## src/rtl/mem_port_arbiter_if.sv

```systemverilog
// Signal bundle between mem_port_arbiter, the two caches' miss/store logic and main memory.
// master = arbiter side, slave = cache/memory environment side.
interface mem_port_arbiter_if #(
  parameter int AW = 16,
  parameter int DW = 16
);
  logic          i_miss_req;
  logic [AW-1:0] i_miss_addr;
  logic          d_miss_req;
  logic [AW-1:0] d_miss_addr;
  logic          st_req;
  logic [AW-1:0] st_addr;
  logic [DW-1:0] st_data;
  logic          st_ack;
  logic          i_stall;
  logic          d_stall;
  logic          i_fill_we;
  logic          i_tag_we;
  logic          d_fill_we;
  logic          d_tag_we;
  logic [2:0]    fill_word;
  logic [DW-1:0] fill_data;
  logic          mem_en;
  logic          mem_wr;
  logic [AW-1:0] mem_addr;
  logic [DW-1:0] mem_wdata;
  logic          mem_data_valid;
  logic [DW-1:0] mem_data_in;
  logic          busy;

  modport master (
    input  i_miss_req, i_miss_addr, d_miss_req, d_miss_addr,
    input  st_req, st_addr, st_data, mem_data_valid, mem_data_in,
    output st_ack, i_stall, d_stall, i_fill_we, i_tag_we, d_fill_we, d_tag_we,
    output fill_word, fill_data, mem_en, mem_wr, mem_addr, mem_wdata, busy
  );

  modport slave (
    output i_miss_req, i_miss_addr, d_miss_req, d_miss_addr,
    output st_req, st_addr, st_data, mem_data_valid, mem_data_in,
    input  st_ack, i_stall, d_stall, i_fill_we, i_tag_we, d_fill_we, d_tag_we,
    input  fill_word, fill_data, mem_en, mem_wr, mem_addr, mem_wdata, busy
  );
endinterface

```

## src/rtl/mem_port_arbiter.sv

```systemverilog
// Main-memory port arbiter: alternating I/D block fills, write-through stores behind misses,
// registered memory commands and pass-through fill data steered to the owning cache.
module mem_port_arbiter #(
  parameter int WORDS_PER_BLK = 8,
  parameter int AW            = 16,
  parameter int DW            = 16
) (
  input  logic               clk,
  input  logic               rst,
  mem_port_arbiter_if.master bus
);
  localparam int              CW        = $clog2(WORDS_PER_BLK);
  localparam logic [CW-1:0]   LAST_WORD = CW'(WORDS_PER_BLK - 1);
  localparam logic [AW-1:0]   BLK_MASK  = AW'(2 * WORDS_PER_BLK - 1);
  localparam logic            OWNER_I   = 1'b0;
  localparam logic            OWNER_D   = 1'b1;

  typedef enum logic [1:0] {
    IDLE  = 2'd0,
    FILL  = 2'd1,
    DRAIN = 2'd2,
    WRITE = 2'd3
  } state_t;

  state_t        state_r, state_s;
  logic          owner_r, owner_s;
  logic          last_fill_r, last_fill_s;
  logic [AW-1:0] base_r, base_s;
  logic [CW-1:0] issue_cnt_r, issue_cnt_s;
  logic [CW-1:0] ret_cnt_r, ret_cnt_s;
  logic          mem_en_r, mem_en_s;
  logic          mem_wr_r, mem_wr_s;
  logic [AW-1:0] mem_addr_r, mem_addr_s;
  logic [DW-1:0] mem_wdata_r, mem_wdata_s;
  logic          st_ack_r, st_ack_s;
  logic          ret_s, last_ret_s, busy_s;
  logic          pick_s, take_s;

  // Returns outside FILL/DRAIN (idle, store, after a reset) are dropped here.
  assign ret_s      = ((state_r == FILL) || (state_r == DRAIN)) && bus.mem_data_valid;
  assign last_ret_s = ret_s && (ret_cnt_r == LAST_WORD);
  assign busy_s     = (state_r != IDLE);

  // Next-state, counters and the memory command for the following cycle.
  always_comb begin
    state_s     = state_r;
    owner_s     = owner_r;
    last_fill_s = last_fill_r;
    base_s      = base_r;
    issue_cnt_s = issue_cnt_r;
    ret_cnt_s   = ret_cnt_r;
    mem_en_s    = 1'b0;
    mem_wr_s    = 1'b0;
    mem_addr_s  = '0;
    mem_wdata_s = '0;
    st_ack_s    = 1'b0;
    pick_s      = owner_r;
    take_s      = 1'b0;

    case (state_r)
      IDLE: begin
        issue_cnt_s = '0;
        ret_cnt_s   = '0;
        // On a tie the side that did not fill last wins, so neither cache starves.
        if (bus.i_miss_req && bus.d_miss_req) begin
          take_s = 1'b1;
          pick_s = ~last_fill_r;
        end else if (bus.i_miss_req) begin
          take_s = 1'b1;
          pick_s = OWNER_I;
        end else if (bus.d_miss_req) begin
          take_s = 1'b1;
          pick_s = OWNER_D;
        end else begin
          take_s = 1'b0;
          pick_s = owner_r;
        end

        if (take_s) begin
          state_s     = FILL;
          owner_s     = pick_s;
          last_fill_s = pick_s;
          base_s      = (pick_s == OWNER_D) ? (bus.d_miss_addr & ~BLK_MASK)
                                            : (bus.i_miss_addr & ~BLK_MASK);
        end else if (bus.st_req && !st_ack_r) begin
          state_s = WRITE;
        end else begin
          state_s = IDLE;
        end
      end
      FILL: begin
        mem_en_s    = 1'b1;
        mem_addr_s  = base_r + AW'({issue_cnt_r, 1'b0});
        issue_cnt_s = issue_cnt_r + CW'(1);
        if (issue_cnt_r == LAST_WORD) begin
          state_s = DRAIN;
        end else begin
          state_s = FILL;
        end
      end
      DRAIN: begin
        state_s = DRAIN;
      end
      WRITE: begin
        mem_en_s    = 1'b1;
        mem_wr_s    = 1'b1;
        mem_addr_s  = bus.st_addr;
        mem_wdata_s = bus.st_data;
        st_ack_s    = 1'b1;
        state_s     = IDLE;
      end
      default: begin
        state_s = IDLE;
      end
    endcase

    if (ret_s) begin
      ret_cnt_s = ret_cnt_r + CW'(1);
      if (last_ret_s) begin
        state_s = IDLE;
      end else begin
        state_s = state_s;
      end
    end else begin
      ret_cnt_s = ret_cnt_s;
    end
  end

  // State, ownership and registered memory-side outputs.
  always_ff @(posedge clk) begin
    if (rst) begin
      state_r     <= IDLE;
      owner_r     <= OWNER_I;
      last_fill_r <= OWNER_D;
      base_r      <= '0;
      issue_cnt_r <= '0;
      ret_cnt_r   <= '0;
      mem_en_r    <= 1'b0;
      mem_wr_r    <= 1'b0;
      mem_addr_r  <= '0;
      mem_wdata_r <= '0;
      st_ack_r    <= 1'b0;
    end else begin
      state_r     <= state_s;
      owner_r     <= owner_s;
      last_fill_r <= last_fill_s;
      base_r      <= base_s;
      issue_cnt_r <= issue_cnt_s;
      ret_cnt_r   <= ret_cnt_s;
      mem_en_r    <= mem_en_s;
      mem_wr_r    <= mem_wr_s;
      mem_addr_r  <= mem_addr_s;
      mem_wdata_r <= mem_wdata_s;
      st_ack_r    <= st_ack_s;
    end
  end

  // Fill strobes must align with the pass-through data, so they decode the live return.
  assign bus.i_fill_we = ret_s && (owner_r == OWNER_I);
  assign bus.d_fill_we = ret_s && (owner_r == OWNER_D);
  assign bus.i_tag_we  = last_ret_s && (owner_r == OWNER_I);
  assign bus.d_tag_we  = last_ret_s && (owner_r == OWNER_D);
  assign bus.fill_word = ret_cnt_r;
  assign bus.fill_data = bus.mem_data_in;

  assign bus.mem_en    = mem_en_r;
  assign bus.mem_wr    = mem_wr_r;
  assign bus.mem_addr  = mem_addr_r;
  assign bus.mem_wdata = mem_wdata_r;
  assign bus.st_ack    = st_ack_r;
  assign bus.busy      = busy_s;

  assign bus.i_stall = bus.i_miss_req |
                       (busy_s & (owner_r == OWNER_I) & (state_r != WRITE));
  assign bus.d_stall = bus.d_miss_req | (bus.st_req & ~st_ack_r) |
                       (busy_s & (owner_r == OWNER_D) & (state_r != WRITE));
endmodule

```

## src/flat_wrapper.sv

```systemverilog
// flat-port wrapper written by rule: the top's interface ports become plain ports
module mem_port_arbiter_flat 
#(
  parameter int WORDS_PER_BLK = 8,
  parameter int AW            = 16,
  parameter int DW            = 16
)
  (clk, rst, bus_i_miss_req, bus_i_miss_addr, bus_d_miss_req, bus_d_miss_addr, bus_st_req, bus_st_addr, bus_st_data, bus_mem_data_valid, bus_mem_data_in, bus_st_ack, bus_i_stall, bus_d_stall, bus_i_fill_we, bus_i_tag_we, bus_d_fill_we, bus_d_tag_we, bus_fill_word, bus_fill_data, bus_mem_en, bus_mem_wr, bus_mem_addr, bus_mem_wdata, bus_busy);
  mem_port_arbiter_if #(.AW(AW), .DW(DW)) bus_i ();
  input  logic clk;
  input  logic rst;
  input wire logic [$bits(bus_i.i_miss_req)-1:0] bus_i_miss_req;
  input wire logic [$bits(bus_i.i_miss_addr)-1:0] bus_i_miss_addr;
  input wire logic [$bits(bus_i.d_miss_req)-1:0] bus_d_miss_req;
  input wire logic [$bits(bus_i.d_miss_addr)-1:0] bus_d_miss_addr;
  input wire logic [$bits(bus_i.st_req)-1:0] bus_st_req;
  input wire logic [$bits(bus_i.st_addr)-1:0] bus_st_addr;
  input wire logic [$bits(bus_i.st_data)-1:0] bus_st_data;
  input wire logic [$bits(bus_i.mem_data_valid)-1:0] bus_mem_data_valid;
  input wire logic [$bits(bus_i.mem_data_in)-1:0] bus_mem_data_in;
  output wire logic [$bits(bus_i.st_ack)-1:0] bus_st_ack;
  output wire logic [$bits(bus_i.i_stall)-1:0] bus_i_stall;
  output wire logic [$bits(bus_i.d_stall)-1:0] bus_d_stall;
  output wire logic [$bits(bus_i.i_fill_we)-1:0] bus_i_fill_we;
  output wire logic [$bits(bus_i.i_tag_we)-1:0] bus_i_tag_we;
  output wire logic [$bits(bus_i.d_fill_we)-1:0] bus_d_fill_we;
  output wire logic [$bits(bus_i.d_tag_we)-1:0] bus_d_tag_we;
  output wire logic [$bits(bus_i.fill_word)-1:0] bus_fill_word;
  output wire logic [$bits(bus_i.fill_data)-1:0] bus_fill_data;
  output wire logic [$bits(bus_i.mem_en)-1:0] bus_mem_en;
  output wire logic [$bits(bus_i.mem_wr)-1:0] bus_mem_wr;
  output wire logic [$bits(bus_i.mem_addr)-1:0] bus_mem_addr;
  output wire logic [$bits(bus_i.mem_wdata)-1:0] bus_mem_wdata;
  output wire logic [$bits(bus_i.busy)-1:0] bus_busy;
  assign bus_i.i_miss_req = bus_i_miss_req;
  assign bus_i.i_miss_addr = bus_i_miss_addr;
  assign bus_i.d_miss_req = bus_d_miss_req;
  assign bus_i.d_miss_addr = bus_d_miss_addr;
  assign bus_i.st_req = bus_st_req;
  assign bus_i.st_addr = bus_st_addr;
  assign bus_i.st_data = bus_st_data;
  assign bus_i.mem_data_valid = bus_mem_data_valid;
  assign bus_i.mem_data_in = bus_mem_data_in;
  assign bus_st_ack = bus_i.st_ack;
  assign bus_i_stall = bus_i.i_stall;
  assign bus_d_stall = bus_i.d_stall;
  assign bus_i_fill_we = bus_i.i_fill_we;
  assign bus_i_tag_we = bus_i.i_tag_we;
  assign bus_d_fill_we = bus_i.d_fill_we;
  assign bus_d_tag_we = bus_i.d_tag_we;
  assign bus_fill_word = bus_i.fill_word;
  assign bus_fill_data = bus_i.fill_data;
  assign bus_mem_en = bus_i.mem_en;
  assign bus_mem_wr = bus_i.mem_wr;
  assign bus_mem_addr = bus_i.mem_addr;
  assign bus_mem_wdata = bus_i.mem_wdata;
  assign bus_busy = bus_i.busy;
  mem_port_arbiter #(.WORDS_PER_BLK(WORDS_PER_BLK), .AW(AW), .DW(DW)) u_core (.clk(clk), .rst(rst), .bus(bus_i));
endmodule
```

## config.mk

```make
export PLATFORM = sky130hd
export DESIGN_NAME = mem_port_arbiter_flat
export DESIGN_NICKNAME = d
export VERILOG_FILES = /design/src/rtl/mem_port_arbiter_if.sv /design/src/rtl/mem_port_arbiter.sv /design/src/flat_wrapper.sv
export SDC_FILE = /design/constraint.sdc
export NUM_CORES = 1
export LEC_CHECK = 0
export ABC_AREA = 0
export BUFFER_PORTS_ARGS = -buffer_cell sky130_fd_sc_hd__buf_4
export CAP_MARGIN = 30
export CORE_ASPECT_RATIO = 1.5
export CORE_MARGIN = 2
export CORE_UTILIZATION = 41
export DETAILED_ROUTE_END_ITERATION = 7
export PLACE_DENSITY = 0.86
export SKIP_LAST_GASP = 1
export SYNTH_ARGS = -nofsm -noshare
export SYNTH_HDL_FRONTEND = slang
export SYNTH_SLANG_ARGS = --single-unit
```

## constraint.sdc

```tcl
create_clock -name clk -period 1.9 [get_ports clk]
set_input_delay 0.19 -clock clk [delete_from_list [all_inputs] [get_ports clk]]
set_output_delay 0.19 -clock clk [all_outputs]
set_load 0.01 [all_outputs]
```

## Word-level counts from Yosys, hierarchy flattened

Cells that the tools add are included.

| operators by class | value |
|---|---|
| equal/unequal tests | 6 |
| reduce and logical (&&, ||, !) cells | 17 |
| bitwise logic cells | 12 |
| add/sub/neg operators | 3 |
| mux-type cells | 21 |

Operators by type and width:

| cell | number |
|---|---|
| 16-bit case mux with 2 select lines | 1 |
| 16-bit by 4-bit adder with 16-bit output | 1 |
| 16-bit 2-to-1 mux | 1 |
| 1-bit 2-to-1 mux | 10 |
| 2-bit 2-to-1 mux | 5 |
| 1-bit logical AND | 8 |
| 2-bit case mux with 4 select lines | 1 |
| 3-bit by 1-bit adder with 3-bit output (second input constant) | 2 |
| 3-bit == test (second input constant) | 2 |
| 3-bit 2-to-1 mux | 2 |
| 3-bit case mux with 2 select lines | 1 |
| 2-bit nonzero test | 3 |
| 1-bit bitwise AND | 5 |
| 2-bit == test (second input constant) | 2 |
| 1-bit NOT | 4 |
| 2-bit OR reduction | 2 |
| 1-bit OR | 3 |
| 2-bit by 1-bit == test with 1-bit output (second input constant) | 1 |
| 2-bit logical NOT | 1 |
| 2-bit != test (second input constant) | 1 |
| 2-bit AND reduction | 1 |
| 1-bit logical NOT | 1 |
| 1-bit logical OR | 1 |

| storage, ports and cells | value |
|---|---|
| register bits | 60 |
| bits of input ports | 86 |
| word-level logic and storage cells | 69 |
| output and inout port bits | 61 |

## Logic depth before layout (Yosys ltp)

Gate-level depths: netlist of the first run.

| depth | value |
|---|---|
| depth after elaboration | 8 |
| mapped depth | 8 |
| mapped depth without buffers | 5 |

## Least setup slack after synthesis of the first run

OpenSTA, ideal clock, no wires.

| path | value |
|---|---|
| path type | register to register |
| start | reg u_core.state_r[0] |
| end | reg u_core.base_r[10] |
| clock period less this slack | 1467 ps |
| stages on the path, launching flop included | 8 |
| setup time | 142 ps |
| buffers on the path | 3 |
| data arrival time | 1325 ps |
| data required time | 1758 ps |
| slack | 433 ps |
| path through | dfxtp_1 > inv_1 > ha_1 > buf_2 > o21a_1 > buf_2 > clkbuf_1 > a311oi_1 |

| between the ends | value |
|---|---|
| cells in the longest elaborated chain, start to end | 2 |

Ends and longest elaborated chain:

| item | RTL line | RTL |
|---|---|---|
| start, declared | mem_port_arbiter.sv:25 | `state_t state_r, state_s;` |
| start signal, assigned | mem_port_arbiter.sv:144 | `state_r <= state_s;` |
| 2-bit logical NOT | mem_port_arbiter.sv:60 | `case (state_r)` |
| 2-bit AND reduction (no line) | -- |  |
| end signal, assigned | mem_port_arbiter.sv:147 | `base_r <= base_s;` |
| end, declared | mem_port_arbiter.sv:28 | `logic [AW-1:0] base_r, base_s;` |

No other way between the ends.
A chain may end at the register's enable or synchronous reset.

## Worst setup path after layout of the first run

| path | value |
|---|---|
| start | reg u_core.state_r[0] |
| end | out bus_d_tag_we |

| between the ends | value |
|---|---|
| cells in the longest elaborated chain, start to end | 5 |
| elaborated cells between the ends (all ways) | 6 |
| classes of those cells | eq/ne: 2; reduce/logical: 4 |

Ends and longest elaborated chain:

| item | RTL line | RTL |
|---|---|---|
| 2-bit by 1-bit == test with 1-bit output or 2-bit == test (tied branches) | mem_port_arbiter.sv:40 | `assign ret_s = ((state_r == FILL) \|\| (state_r == DRAIN)) && bus.mem_data_valid;` |
| 1-bit logical OR (*) | mem_port_arbiter.sv:40 |  |
| 1-bit logical AND (*) | mem_port_arbiter.sv:40 |  |
| 1-bit logical AND (*) | mem_port_arbiter.sv:41 | `assign last_ret_s = ret_s && (ret_cnt_r == LAST_WORD);` |
| 1-bit logical AND (*) | mem_port_arbiter.sv:162 | `assign bus.d_tag_we = last_ret_s && (owner_r == OWNER_D);` |
| end, declared | flat_wrapper.sv:27 | `output wire logic [$bits(bus_i.d_tag_we)-1:0] bus_d_tag_we;` |

Every way passes the cells marked *; elsewhere a longest branch is shown, timed or not.

==> results of run 1 <==
==> power by group <==
part / internal (mW) / switching [mW] / total, mW
sequential: 1.24 / 0.0403 / 1.28
clock: 0.518 / 0.348 / 0.866
combinational: 0.215 / 0.178 / 0.393
==> per-stage QoR <==
step	setup WS, ns	utilization [%]	std cells
floorplan	0.433	-	232
global placement	0.260	54.7	376
detailed placement	0.226	54.7	376
CTS	0.0824	57.1	383
global route	0.00213	57.1	383
finish	0.0933	57.1	383
==> logic make-up after synthesis <==
family	after synthesis	share of synthesized area, %
simple gates	74	16.8
compound gates	54	19.5
flops	56	48.8
fa+ha+maj	7	3.81
mux	1	0.436
buf+inv	40	10.6
==> worst max-delay path: cells and delay by family, from the launching register on <==
kind / cells / cell delay, ns
fa+ha+maj: 1 / 0.36
buf+inv: 2 / 0.21
flops: 1 / 0.39
simple gates: 2 / 0.35
==> routing by layer <==
layer | track usage (%) | vias to the layer above
li1 | - | 950
met1 | 16.6 | 852
met2 | 30.1 | 65
met3 | 2.72 | 12
met4 | 6.42 | 0
met5 | 0 | -
==> state kept, by name, summed over array words and instances (netlist names) <==
signal	cells
u_core.owner_r	1
u_core.bus.mem_en	1
u_core.issue_cnt_r	3
u_core.bus.mem_addr	16
u_core.last_fill_r	1
u_core.base_r	12
u_core.bus.mem_wr	1
u_core.bus.fill_word	3
u_core.bus.mem_wdata	16
u_core.state_r	2
==> layout make-up <==
type,count,area (um2),area share [%]
Clock buffer,5,68.8,2.21
Tap cell,70,87.6,2.81
Sequential cell,56,1120,36.0
Multi-Input combinational cell,136,933,30.0
Inverter,4,15.0,0.483
Timing Repair Buffer,110,826,26.5
Clock inverter,2,60.1,1.93
==> cells in the final DEF, fill, tap and decap left out, types with 2 or more instances in the layout <==
cell / synthesis / final
and2_1: 19 / 19
nor2_1: 21 / 21
ha_1: 7 / 7
dfxtp_1: 56 / 56
a21bo_2: 5 / 5
a22o_1: 15 / 15
o21ai_0: 2 / 2
bufinv_16: 0 / 2
nor3b_1: 2 / 2
a21oi_1: 8 / 8
a311oi_1: 12 / 12
and3_1: 2 / 2
nand2b_1: 2 / 2
clkbuf_8: 0 / 5
or2_2: 3 / 3
nand2_1: 2 / 2
a21bo_1: 8 / 8
inv_1: 4 / 4
buf_4: 17 / 110
nand3_1: 18 / 18
==> worst max path at each step <==
stage / slack, ns / depth (start not counted) / endpoint / start
floorplan: 0.43 / 7 / u_core.base_r[10]$_SDFFE_PP0P_ / u_core.state_r[0]$_SDFF_PP0_
global placement: 0.26 / 4 / u_core.bus.mem_addr[13]$_SDFF_PP0_ / u_core.state_r[1]$_SDFF_PP0_
detailed placement: 0.23 / 4 / u_core.bus.mem_addr[5]$_SDFF_PP0_ / u_core.state_r[1]$_SDFF_PP0_
CTS: 0.08 / 5 / bus_d_tag_we / u_core.state_r[0]$_SDFF_PP0_
global route: 0.002 / 5 / bus_d_tag_we / u_core.state_r[0]$_SDFF_PP0_
finish: 0.09 / 5 / bus_d_tag_we / u_core.state_r[0]$_SDFF_PP0_
==> flow_summary.ini, run 1 <==
[synth]
syn_nets = 325
syn_area_mm2 = 0.00230
yosys.area.top_type = dfxtp_1
synth_seq_cells = 56
synth.area.top_cells = dfxtp_1 49%, a22o_1 5.7%, buf_4 5.6%, and2_1 5.2%, a311oi_1 4.6%
async_reset_ff_share_pct = 0
ys.warnings.count = 0
synth_edf_count = 0
yosys-top-cells-count = 56 x dfxtp_1, 21 x nor2_1, 19 x and2_1
syn_avg_cell_area_um2 = 9.90
netlist_instances = 232
synth_cell_types = 31
yosysTopAreaCellShare_pct = 48.8
yosysSeqAreaShare_pct = 48.8
synth.most_common_cell = dfxtp_1
synth_flop_cell = dfxtp_1

[clocking]
cts_sinks = 56
hold_buffers = 0
ctsResizeCount = 0
path_clk_slew_ns = 0.10
cts-root-buf = clkbuf_8
cts_tree = done
clock_path_buffers = 2
h-tree-depth = 2
post_cts_buffers = 0
numCtsBuffers = 5
clk_latency_ns = 0.30

[setup_path]
required_ns = 1.71
endpoint_kind = output pin
crit_type = flop to output pin
r2r_slack_ns = 0.23
path_cells = inv_1 -> ha_1 -> and3_1 -> and2_1 -> buf_4
r2r_start = u_core.state_r[1]$_SDFF_PP0_
rr_worst_depth = 4
cp_data_arrival_time_ns = 1.62
reg2reg_to = u_core.bus.mem_addr[8]$_SDFF_PP0_
critical_path.startpoint_type = flop
slowest_delay_ns = 0.39
cpMaxStageDelayCell = dfxtp_1
crit_path_max_fanout = 5

[min_path]
min_to = u_core.bus.mem_wdata[5]$_SDFF_PP0_
hold_class = input port to flop
hold_depth = 2
min_from = bus_st_data[5]

[global_routing]
antenna_found_initial = 0
overflow = 0
track_usage_pct = 15.7
grt_pass1_vias = 1760
grt_max_degree = 35
grt_pass1_wl_um = 7620

[pwr]
p_leak_nw = 1.48
powerDensity_mw_per_mm2 = 815
vdd_drop_max_mv = 0.429
p_total_mw = 2.54

[sta]
slew_headroom_pct = 34.3
max_slew.worst_pin.slew_ns = 0.984
rsz0062_at_grt = false
period_minus_slack_ns = 1.81
hold_viol = 0
slew_viol_final = 0
finalClockSkew_ns = 0.00864
setup_viol = 0
fmax_mhz = 553
period_share_pct = 95.1
tns_ns = 0
whs_ns = 0.0894

[floorplan]
core_mm2 = 0.00545
die_x_um = 65.1
initial_core_util_pct = 42.1
rows = 33
dieArea_mm2 = 0.00623
io_pins = 147
die_h_um = 95.7

[final_layout]
diodes = 0
nets = 406
stdcell_area_mm2 = 0.00311
drive_gt1_share_pct = 40.3
nFillCells = 522
area_growth_pct = 35.5

[status]
status = completed

[placed_design]
place_hpwl_um = 3860
place_congestion = 0.755
dpl_cell_area_mm2 = 0.00298
io_buffers = 106

[route]
drcViolationCount = 0
wl_met1_um = 1830
wl_met3_um = 320
maxUsedRoutingLayer = met4
finalWirelength_um = 4940
ant_nets = 0
drtPass1Iterations = 4
wl_met2_um = 2720
num_vias = 1879
wl_per_cell_um = 12.9
drt_iter0_markers = 61
viasPerCell = 4.91

[flow_run]
max-cap-violations = 0
(Power assumes the default switching activity.)
==> run 2: changes to the inputs <==
--- a/config.mk
+++ b/config.mk
@@ -9,7 +9,6 @@
 export BUFFER_PORTS_ARGS = -buffer_cell sky130_fd_sc_hd__buf_4
 export CAP_MARGIN = 30
 export CORE_ASPECT_RATIO = 1.5
-export CORE_MARGIN = 2
 export CORE_UTILIZATION = 41
 export DETAILED_ROUTE_END_ITERATION = 7
 export PLACE_DENSITY = 0.86
==> run 2 against run 1 <==
Effect of this change: clock power down 30%; highest routed layer unchanged; global-route usage up 0.40 points; routed wire length down 3.6%; largest power group unchanged.
==> flow_summary.ini, run 2 (same netlist as run 1, synthesis figures left out) <==
[placed_design]
place_ws_ns = 0.0153
place_congestion = 0.703
place_inst = 375
place_hpwl_um = 3630
dpl_cell_area_mm2 = 0.00298
io_buffers = 106

[sta]
finalWorstSetupSlack_ns = 0.166
tns_ns = 0
hold_viol = 0
slew_viol_final = 0
setup_viol = 0
fmax_mhz = 577
whs_ns = 0.0859
finalClockSkew_ns = 0.00647
slew_headroom_pct = 55.9
max_slew.worst_pin.slew_ns = 0.662
rsz0062_at_grt = false
period_minus_slack_ns = 1.73
period_share_pct = 91.3

[global_routing]
grt_max_degree = 35
grt_pass1_wl_um = 7390
use_met3_pct = 2.91
track_usage_pct = 16.1
grt.met1_usage_pct = 16.6
globalRouteMet2Util_pct = 30.4
overflow = 0
antenna_found_initial = 0
grt_pass1_vias = 1655
grt.busiest_layer = met2

[route]
wl_per_cell_um = 12.5
ant_nets = 0
drcViolationCount = 0
finalWirelength_um = 4760
drt_iter0_markers = 55
num_vias = 1861
viasPerCell = 4.87
drtPass1Iterations = 4

[clocking]
cts-root-buf = clkbuf_8
clk_latency_ns = 0.30
cts_sinks = 56
numCtsBuffers = 5
cts_tree = done
path_clk_slew_ns = 0.09
h-tree-depth = 2
clock_path_buffers = 2
post_cts_buffers = 0

[pwr]
p_leak_nw = 1.45
vdd_drop_max_mv = 0.305
p_total_mw = 2.28
powerDensity_mw_per_mm2 = 744

[setup_path]
endpoint_kind = output pin
rr_worst_depth = 4
cp_data_arrival_time_ns = 1.54
cpMaxStageDelayCell = dfxtp_1
required_ns = 1.71
slowest_delay_ns = 0.39
crit_type = flop to output pin
crit_path_max_fanout = 5
path_cells = inv_1 -> ha_2 -> and3_1 -> and2_1 -> buf_4
critical_path.startpoint_type = flop

[final_layout]
nFillCells = 516
diodes = 0
drive_gt1_share_pct = 40.7
final_cell_mix = 109 x buf_4, 56 x dfxtp_1, 21 x nor2_1
stdcell_count = 382
postLayoutCoreUtil_pct = 56.2
area_growth_pct = 33.4
layout_commonest_cell = buf_4
nets = 405
stdcell_area_mm2 = 0.00306

[floorplan]
dieArea_mm2 = 0.00591
rows = 33
initial_core_util_pct = 42.1
die_x_um = 63.1
core_mm2 = 0.00545
die_h_um = 93.7
io_pins = 147

[min_path]
hold_class = input port to flop
hold_depth = 2

[flow_run]
max-cap-violations = 0

[status]
status = completed
==> run 2: layer usage <==
layer | wire length, um | up-vias | part of all wire (%)
li1 | - | 952 | -
met1 | 1790 | 824 | 38
met2 | 2570 | 74 | 54
met3 | 314 | 11 | 6.6
met4 | 86 | 0 | 1.8
met5 | 0 | - | 0
==> run 2: final timing paths <==
check	startpoint	endpoint	slack, ns
max	u_core.state_r[0]$_SDFF_PP0_	bus_d_tag_we	0.17
min	bus_st_data[4]	u_core.bus.mem_wdata[4]$_SDFF_PP0_	0.09
max reg2reg	u_core.state_r[1]$_SDFF_PP0_	u_core.bus.mem_addr[11]$_SDFF_PP0_	0.32
min reg2reg	u_core.base_r[7]$_SDFFE_PP0P_	u_core.bus.mem_addr[7]$_SDFF_PP0_	0.49
==> run 2: worst max-delay path, delay by kind of cell (launching register included) <==
kind,cells,cell delay (ns)
DFF,1,0.39
and+or+nand+nor,2,0.33
adders and majority gates,1,0.32
buffers and inverters,2,0.21
==> run 2: power breakdown <==
| part | switching [mW] | internal, mW | total (mW) |
|---|---|---|---|
| Sequential | 0.0390 | 1.24 | 1.28 |
| Combinational | 0.178 | 0.215 | 0.393 |
| Clock | 0.358 | 0.250 | 0.608 |
==> run 2: what timing repair did <==
| item | 4_1_cts | 5_1_grt |
|---|---|---|
| hold buffers | 0 | 0 |
| setup endpoints to repair | 1 | 1 |
| resized for setup | 1 | 1 |
==> run 2: area by class of cell <==
cell class	instances	area, um2	area share, %
Sequential cell	56	1120	36.6
Multi-Input combinational cell	136	938	30.6
Timing Repair Buffer	109	818	26.7
Tap cell	70	87.6	2.86
Clock buffer	5	68.8	2.25
Inverter	4	15.0	0.490
Clock inverter	2	12.5	0.409
